==> src/rtl/id_ex_stage_if.sv <==
// ID/EX pipeline register bus: decode-side inputs, bypass inputs and ALU-side outputs.
interface id_ex_stage_if;
   logic        in_valid, in_ready;
   logic [4:0]  in_rs1, in_rs2, in_rd;
   logic [31:0] in_rs1_data, in_rs2_data, in_imm;
   logic [3:0]  in_operation;
   logic        in_alu_src, in_reg_write;
   logic        flush;
   logic        fwd_mem_we, fwd_wb_we;
   logic [4:0]  fwd_mem_rd, fwd_wb_rd;
   logic [31:0] fwd_mem_data, fwd_wb_data;
   logic        out_valid, out_ready;
   logic [31:0] ReadData1, ReadData2, out_store_data;
   logic [3:0]  Operation;
   logic [4:0]  out_rd;
   logic        out_reg_write;

   modport slave (
      input  in_valid, in_rs1, in_rs2, in_rd, in_rs1_data, in_rs2_data, in_imm,
             in_operation, in_alu_src, in_reg_write, flush,
             fwd_mem_we, fwd_mem_rd, fwd_mem_data, fwd_wb_we, fwd_wb_rd, fwd_wb_data,
             out_ready,
      output in_ready, out_valid, ReadData1, ReadData2, out_store_data,
             Operation, out_rd, out_reg_write
   );

   modport master (
      output in_valid, in_rs1, in_rs2, in_rd, in_rs1_data, in_rs2_data, in_imm,
             in_operation, in_alu_src, in_reg_write, flush,
             fwd_mem_we, fwd_mem_rd, fwd_mem_data, fwd_wb_we, fwd_wb_rd, fwd_wb_data,
             out_ready,
      input  in_ready, out_valid, ReadData1, ReadData2, out_store_data,
             Operation, out_rd, out_reg_write
   );
endinterface

==> src/rtl/id_ex_stage.sv <==
// ID/EX pipeline register with valid/ready handshake, flush, and MEM/WB operand bypass.
module id_ex_stage (
   input  logic          clock,
   input  logic          reset_n,
   id_ex_stage_if.slave  bus
);
   logic        valid_q, valid_d;
   logic [4:0]  rs1_q, rs1_d, rs2_q, rs2_d, rd_q, rd_d;
   logic [31:0] rs1_data_q, rs1_data_d, rs2_data_q, rs2_data_d, imm_q, imm_d;
   logic [3:0]  op_q, op_d;
   logic        alu_src_q, alu_src_d, reg_write_q, reg_write_d;

   logic        capture;
   logic        wb_hit_in1, wb_hit_in2, wb_hit_q1, wb_hit_q2;
   logic [31:0] fwd_rs1, fwd_rs2;

   assign bus.in_ready = (!valid_q || bus.out_ready) && !bus.flush;
   assign capture      = bus.in_valid && bus.in_ready;

   // WB matches on incoming indices (capture) and on held indices (stall refresh)
   assign wb_hit_in1 = bus.fwd_wb_we && (bus.fwd_wb_rd == bus.in_rs1) && (bus.in_rs1 != 5'd0);
   assign wb_hit_in2 = bus.fwd_wb_we && (bus.fwd_wb_rd == bus.in_rs2) && (bus.in_rs2 != 5'd0);
   assign wb_hit_q1  = bus.fwd_wb_we && (bus.fwd_wb_rd == rs1_q) && (rs1_q != 5'd0);
   assign wb_hit_q2  = bus.fwd_wb_we && (bus.fwd_wb_rd == rs2_q) && (rs2_q != 5'd0);

   always_comb begin
      valid_d     = valid_q;
      rs1_d       = rs1_q;
      rs2_d       = rs2_q;
      rd_d        = rd_q;
      rs1_data_d  = rs1_data_q;
      rs2_data_d  = rs2_data_q;
      imm_d       = imm_q;
      op_d        = op_q;
      alu_src_d   = alu_src_q;
      reg_write_d = reg_write_q;
      if (bus.flush) begin
         valid_d = 1'b0;
      end else if (capture) begin
         valid_d     = 1'b1;
         rs1_d       = bus.in_rs1;
         rs2_d       = bus.in_rs2;
         rd_d        = bus.in_rd;
         rs1_data_d  = wb_hit_in1 ? bus.fwd_wb_data : bus.in_rs1_data;
         rs2_data_d  = wb_hit_in2 ? bus.fwd_wb_data : bus.in_rs2_data;
         imm_d       = bus.in_imm;
         op_d        = bus.in_operation;
         alu_src_d   = bus.in_alu_src;
         reg_write_d = bus.in_reg_write;
      end else if (valid_q && bus.out_ready) begin
         valid_d = 1'b0;
      end else if (valid_q) begin
         // A stalled operand must not lose a value that retires from WB meanwhile
         if (wb_hit_q1) rs1_data_d = bus.fwd_wb_data;
         if (wb_hit_q2) rs2_data_d = bus.fwd_wb_data;
      end
   end

   always_ff @(posedge clock or negedge reset_n) begin
      if (!reset_n) begin
         valid_q     <= 1'b0;
         rs1_q       <= 5'd0;
         rs2_q       <= 5'd0;
         rd_q        <= 5'd0;
         rs1_data_q  <= 32'd0;
         rs2_data_q  <= 32'd0;
         imm_q       <= 32'd0;
         op_q        <= 4'd0;
         alu_src_q   <= 1'b0;
         reg_write_q <= 1'b0;
      end else begin
         valid_q     <= valid_d;
         rs1_q       <= rs1_d;
         rs2_q       <= rs2_d;
         rd_q        <= rd_d;
         rs1_data_q  <= rs1_data_d;
         rs2_data_q  <= rs2_data_d;
         imm_q       <= imm_d;
         op_q        <= op_d;
         alu_src_q   <= alu_src_d;
         reg_write_q <= reg_write_d;
      end
   end

   // MEM result is younger than WB, so it wins when both match
   always_comb begin
      fwd_rs1 = rs1_data_q;
      if (bus.fwd_mem_we && (bus.fwd_mem_rd == rs1_q) && (rs1_q != 5'd0))
         fwd_rs1 = bus.fwd_mem_data;
      else if (wb_hit_q1)
         fwd_rs1 = bus.fwd_wb_data;
   end

   always_comb begin
      fwd_rs2 = rs2_data_q;
      if (bus.fwd_mem_we && (bus.fwd_mem_rd == rs2_q) && (rs2_q != 5'd0))
         fwd_rs2 = bus.fwd_mem_data;
      else if (wb_hit_q2)
         fwd_rs2 = bus.fwd_wb_data;
   end

   assign bus.out_valid      = valid_q;
   assign bus.ReadData1      = fwd_rs1;
   assign bus.ReadData2      = alu_src_q ? imm_q : fwd_rs2;
   assign bus.out_store_data = fwd_rs2;
   assign bus.Operation      = op_q;
   assign bus.out_rd         = rd_q;
   assign bus.out_reg_write  = reg_write_q && valid_q;
endmodule

==> src/flat_wrapper.sv <==
// flat-port wrapper written by rule: the top's interface ports become plain ports
module id_ex_stage_flat 
  (clock, reset_n, bus_in_valid, bus_in_rs1, bus_in_rs2, bus_in_rd, bus_in_rs1_data, bus_in_rs2_data, bus_in_imm, bus_in_operation, bus_in_alu_src, bus_in_reg_write, bus_flush, bus_fwd_mem_we, bus_fwd_mem_rd, bus_fwd_mem_data, bus_fwd_wb_we, bus_fwd_wb_rd, bus_fwd_wb_data, bus_out_ready, bus_in_ready, bus_out_valid, bus_ReadData1, bus_ReadData2, bus_out_store_data, bus_Operation, bus_out_rd, bus_out_reg_write);
  id_ex_stage_if bus_i ();
  input  logic clock;
  input  logic reset_n;
  input wire logic [$bits(bus_i.in_valid)-1:0] bus_in_valid;
  input wire logic [$bits(bus_i.in_rs1)-1:0] bus_in_rs1;
  input wire logic [$bits(bus_i.in_rs2)-1:0] bus_in_rs2;
  input wire logic [$bits(bus_i.in_rd)-1:0] bus_in_rd;
  input wire logic [$bits(bus_i.in_rs1_data)-1:0] bus_in_rs1_data;
  input wire logic [$bits(bus_i.in_rs2_data)-1:0] bus_in_rs2_data;
  input wire logic [$bits(bus_i.in_imm)-1:0] bus_in_imm;
  input wire logic [$bits(bus_i.in_operation)-1:0] bus_in_operation;
  input wire logic [$bits(bus_i.in_alu_src)-1:0] bus_in_alu_src;
  input wire logic [$bits(bus_i.in_reg_write)-1:0] bus_in_reg_write;
  input wire logic [$bits(bus_i.flush)-1:0] bus_flush;
  input wire logic [$bits(bus_i.fwd_mem_we)-1:0] bus_fwd_mem_we;
  input wire logic [$bits(bus_i.fwd_mem_rd)-1:0] bus_fwd_mem_rd;
  input wire logic [$bits(bus_i.fwd_mem_data)-1:0] bus_fwd_mem_data;
  input wire logic [$bits(bus_i.fwd_wb_we)-1:0] bus_fwd_wb_we;
  input wire logic [$bits(bus_i.fwd_wb_rd)-1:0] bus_fwd_wb_rd;
  input wire logic [$bits(bus_i.fwd_wb_data)-1:0] bus_fwd_wb_data;
  input wire logic [$bits(bus_i.out_ready)-1:0] bus_out_ready;
  output wire logic [$bits(bus_i.in_ready)-1:0] bus_in_ready;
  output wire logic [$bits(bus_i.out_valid)-1:0] bus_out_valid;
  output wire logic [$bits(bus_i.ReadData1)-1:0] bus_ReadData1;
  output wire logic [$bits(bus_i.ReadData2)-1:0] bus_ReadData2;
  output wire logic [$bits(bus_i.out_store_data)-1:0] bus_out_store_data;
  output wire logic [$bits(bus_i.Operation)-1:0] bus_Operation;
  output wire logic [$bits(bus_i.out_rd)-1:0] bus_out_rd;
  output wire logic [$bits(bus_i.out_reg_write)-1:0] bus_out_reg_write;
  assign bus_i.in_valid = bus_in_valid;
  assign bus_i.in_rs1 = bus_in_rs1;
  assign bus_i.in_rs2 = bus_in_rs2;
  assign bus_i.in_rd = bus_in_rd;
  assign bus_i.in_rs1_data = bus_in_rs1_data;
  assign bus_i.in_rs2_data = bus_in_rs2_data;
  assign bus_i.in_imm = bus_in_imm;
  assign bus_i.in_operation = bus_in_operation;
  assign bus_i.in_alu_src = bus_in_alu_src;
  assign bus_i.in_reg_write = bus_in_reg_write;
  assign bus_i.flush = bus_flush;
  assign bus_i.fwd_mem_we = bus_fwd_mem_we;
  assign bus_i.fwd_mem_rd = bus_fwd_mem_rd;
  assign bus_i.fwd_mem_data = bus_fwd_mem_data;
  assign bus_i.fwd_wb_we = bus_fwd_wb_we;
  assign bus_i.fwd_wb_rd = bus_fwd_wb_rd;
  assign bus_i.fwd_wb_data = bus_fwd_wb_data;
  assign bus_i.out_ready = bus_out_ready;
  assign bus_in_ready = bus_i.in_ready;
  assign bus_out_valid = bus_i.out_valid;
  assign bus_ReadData1 = bus_i.ReadData1;
  assign bus_ReadData2 = bus_i.ReadData2;
  assign bus_out_store_data = bus_i.out_store_data;
  assign bus_Operation = bus_i.Operation;
  assign bus_out_rd = bus_i.out_rd;
  assign bus_out_reg_write = bus_i.out_reg_write;
  id_ex_stage u_core (.clock(clock), .reset_n(reset_n), .bus(bus_i));
endmodule
==> config.mk <==
export PLATFORM = sky130hd
export DESIGN_NAME = id_ex_stage_flat
export DESIGN_NICKNAME = d
export VERILOG_FILES = /design/src/rtl/id_ex_stage_if.sv /design/src/rtl/id_ex_stage.sv /design/src/flat_wrapper.sv
export SDC_FILE = /design/constraint.sdc
export NUM_CORES = 1
export LEC_CHECK = 0
export CORE_ASPECT_RATIO = 1.5
export CORE_MARGIN = 2
export CORE_UTILIZATION = 47
export CTS_CLUSTER_SIZE = 25
export DETAILED_ROUTE_END_ITERATION = 12
export GPL_ROUTABILITY_DRIVEN = 0
export PLACE_DENSITY_LB_ADDON = 0.3
export SLEW_MARGIN = 40
export SYNTH_ARGS = -nofsm -noshare
export SYNTH_HDL_FRONTEND = slang
export SYNTH_SLANG_ARGS = --single-unit
==> constraint.sdc <==
create_clock -name clock -period 5 [get_ports clock]
set_input_delay 1 -clock clock [delete_from_list [all_inputs] [get_ports clock]]
set_output_delay 1 -clock clock [all_outputs]
set_load 0.1 [all_outputs]
==> flow_results.org <==
** Place
- Summing all placed instances gives a cell area of 11600 sq um.
- Counting tap cells, the placed design contains a total of 1260 instances.
- Setup slack after placement :: 584 ps
- Final HPWL from detailed placement :: 21100 um
- Port Buffers :: 305

** Detailed routing
- Drt via density :: 6.35
- The detailed router put a total of 10800 um of wire on met1.
- Number of vias in the routed layout :: 8222
- After the first detailed-routing iteration, the DRC count stood at 652.
- The detail route stage leaves a number of antenna-violating nets equal to 0.
- Final WL :: 31100 um
- Met3 wirelength from detailed routing :: 2790 um
- In the routed design, unresolved DRC markers number 0.
- Drt first pass iters :: 5
- In the detailed route, the total length drawn on met2 is 15800 um.
- Routed length per instance :: 24.0 um
- The highest layer touched by signal routing is met5.

** CTS
- In this run the number of H-tree levels came out at 4.
- Post-CTS timing repair inserted 0 buffers for setup.
- TritonCTS clock tree :: built
- After clock tree synthesis, the clock-pin slew on the worst setup and hold paths is 60 ps.
- Counting every sink on the clock net gives 118.
- The number of hold buffers added after CTS was 0.
- Number of buffers on the longest clock path :: 2
- For the worst-skew pair, the clock arrives at the later sink with an insertion delay of 420 ps.
- Inserted Clock Buffers :: 17
- Root Buffer :: clkbuf_16
- Count of cells resized by post-cts repair :: 0

** Yosys
- Avg Inst Size Synth :: 8.90 sq um
- Number of warnings issued by yosys :: 0
- Synth Net Count :: 1016
- The synthesized design contains 118 register bits.
- Sequential fraction of the synthesis area :: 0.406
- Cell count after synthesis :: 818
- Number of distinct library cell variants in the gate-level netlist after synthesis :: 37
- The mapped netlist covers 7280 sq um.

** Power and ir drop
- The analysis attributes to net switching a power of 2.43 mW.
- Sw frac :: 0.451
- Across the VDD grid, the largest voltage drop is 0.290 mV.
- The internal portion of the total power is 2.97 mW.
- The analysis attributes to cell leakage a power of 5.05 nW.
- Of the total power, combinational logic draws 0.534.
- The share of total power dissipated in sequential elements is 0.225.
- Of the total power, the clock network draws 0.241.
- Pwr dens :: 440 nW/um^2

** Cells and area
- Fin cells :: 1295
- The area growth from synthesis to layout is 68.5%.
- The layout has 922 filler cells.
- In the final layout, flip-flops and latches occupy 2960 sq um.
- Nets :: 1281
- The repair_antennas step left the layout with diodes totalling 0.
- Ratio of cells with drive above 1 in the final layout :: 0.224
- Cell area after layout :: 12300 sq um
- Area of the multi-input gates :: 4250 sq um

** Global route
- The via count of the first global-routing pass came to 8668.
- The first global-routing pass estimated 48200 um of wire.
- Gr usage total :: 0.378
- Maximum number of pins on one net before global-route repair :: 86
- Number of antenna violations at the first check in global routing :: 2
- Summed over all layers, the global routing overflow is 0.

** Worst setup path
- STA classifies the critical path startpoint as an input pin.
- For the worst setup path, the data required time is 4000 ps.
- In this run the critical register-to-register path is captured at u_core.rs1_data_q[8]$_DFFE_PN0P_.
- Flop-to-flop setup slack :: 2070 ps
- The worst setup path is captured at a primary output.
- Crit path max-delay cell type :: clkdlybuf4s50_1
- By startpoint and endpoint, the worst setup path is classified as in -> out.
- CP arrival :: 3470 ps
- The worst register-to-register path has a depth of 7.
- Maximum single-stage delay on the critical path :: 650 ps
- Crit Reg-Reg Startpoint :: u_core.rs1_q[1]$_DFFE_PN0P_
- The critical path goes through clkdlybuf4s50_1, xnor2_1, nand4_1, buf_4, o31ai_1, a31oi_2, mux2_2, buf_12.
- In this run the worst path has a maximum fanout of 34.

** STA
- Final hold analysis gives a worst-case slack of 466 ps.
- Setup-violating endpoint count in the final report :: 0
- In this run the tightest slew margin relative to its limit is 0.464.
- Setup repair after global routing left no endpoint under its margin.
- Crit path setup slack, layout :: 532 ps
- Fmax achieved :: 0.224 GHz
- In the finished design, the share of the clock period the worst path needs comes to 0.894.
- Max-slew violations :: 0
- The number of hold-slack violations in the final timing report was 0.
- Shortest clock period the worst path allows after layout :: 4470 ps
- Clock Skews :: 10.3 ps
- Summed over all failing endpoints, the final setup total negative slack is 0 ps.
- For the pin with the worst max-slew slack, the measured transition is 802 ps.

** Hold path
- Min-delay src :: u_core.bus.Operation[1]$_DFFE_PN0P_
- The worst hold path terminates at u_core.bus.Operation[1]$_DFFE_PN0P_.
- The min-delay analysis places its worst path in the category reg -> reg.
- Counting instances, the worst hold path has a depth of 2.

** Floorplanning
- I/O pin count :: 306
- The die is 156 um tall.
- Initial cell density of the core :: 0.481
- In this run the standard cell core region covers 15100 sq um.
- Die area :: 16500 sq um
- X dimension of the die :: 106 um
- Number of core rows :: 55

** Run status
- The run finished with clean final reports.

** Flow run
- Across the run, the number of max-cap violations was 0.
-- layer usage --
metal,up-vias,track usage
met2,546,0.646
met5,-,0
li1,3568,-
met3,119,0.0983
met1,3985,0.424
met4,4,0.216
-- state kept, by name (all words and copies together) (netlist names) --
name,count
u_core.imm_q,32
u_core.rs1_data_q,32
u_core.bus.Operation,4
u_core.rs1_q,5
u_core.rs2_data_q,32
u_core.reg_write_q,1
u_core.bus.out_valid,1
u_core.bus.out_rd,5
u_core.rs2_q,5
u_core.alu_src_q,1
-- cells by family (layout without fill, tap and decap cells) --
kind of cell	after synthesis	count (layout)	share of synthesized area
compound gates	200	200	0.213
flops	118	118	0.406
simple gates	323	323	0.204
mux	65	65	0.0951
buf+inv	84	362	0.0486
xor+xnor	28	28	0.0337
-- final cells by class --
type                    count  area share
well taps                 199      0.0203
multi-input cells         616       0.347
repair buffers            330       0.341
flip-flops and latches    118       0.241
clock buffers              19      0.0361
clock inverters            13      0.0147
-- cell usage after synthesis (all sizes together) --
cell type | number | area, sq um
or4 | 2 | 18.8
o41ai | 1 | 8.76
a21boi | 32 | 240
nor4 | 2 | 18.8
mux2 | 33 | 372
xnor2 | 23 | 201
nand4 | 37 | 231
a31oi | 32 | 200
o211ai | 1 | 12.5
a22o | 1 | 8.76
mux2i | 32 | 320
nand3 | 1 | 5.00
or2 | 3 | 18.8
and4 | 1 | 8.76
o31ai | 34 | 255
nor2 | 7 | 31.3
dfrtp | 118 | 2950
xor2 | 5 | 43.8
a221o | 64 | 641
nand2 | 198 | 743
and3 | 32 | 200
clkbuf | 61 | 229
nor2b | 2 | 12.5
and2 | 3 | 18.8
nor3 | 35 | 180
o21ai | 33 | 165
o2bb2ai | 1 | 8.76
buf | 23 | 125
a211oi | 1 | 7.51
-- cell usage in the layout, fill, tap and decap left out, types with 3 or more instances in the layout --
cell	count
buf_2	11
buf_12	96
clkinv_2	4
bufinv_16	4
clkinvlp_4	3
mux2_2	33
o31ai_1	33
nand2_1	197
a21boi_0	32
xor2_1	5
mux2i_1	32
buf_4	22
nor3_1	34
a221o_1	64
xnor2_1	23
a31oi_2	32
clkbuf_16	17
nor2_1	3
dfrtp_1	117
nand4_1	37
o21ai_1	32
clkdlybuf4s50_1	196
and3_1	32
-- power by group through the flow --
stage / Combinational [mW] / Clock, mW / Sequential (mW)
floorplan: 1.71 / 0 / 1.25
global placement: 2.84 / 0 / 1.21
detailed placement: 2.86 / 0 / 1.22
CTS: 2.87 / 1.31 / 1.20
global route: 2.97 / 1.36 / 1.22
finish: 2.88 / 1.30 / 1.21
-- worst max path at each step --
| stage | startpoint | endpoint | cells past startpoint |
|---|---|---|---|
| 2_1_floorplan | bus_fwd_wb_rd[2] | bus_ReadData2[10] | 8 |
| 3_3_place_gp | bus_fwd_mem_rd[2] | bus_ReadData2[4] | 7 |
| 3_5_place_dp | bus_fwd_wb_rd[3] | bus_ReadData2[28] | 8 |
| 4_1_cts | bus_fwd_wb_rd[3] | bus_ReadData2[28] | 8 |
| 5_1_grt | bus_fwd_wb_rd[0] | bus_ReadData2[28] | 8 |
| 6_report | bus_fwd_wb_rd[3] | bus_ReadData2[28] | 8 |
-- worst max-delay path: cells and delay by family --
kind / cells / cell delay, ps
simple gates: 1 / 130
mux: 1 / 350
xor+xnor: 1 / 190
compound gates: 2 / 690
buf+inv: 3 / 1100
-- through the flow --
stage | util | power [mW]
floorplan | - | 2.96
global placement | 0.768 | 4.05
detailed placement | 0.764 | 4.08
CTS | 0.806 | 5.38
global route | 0.810 | 5.55
finish | 0.810 | 5.40
(Power assumes the default switching activity.)
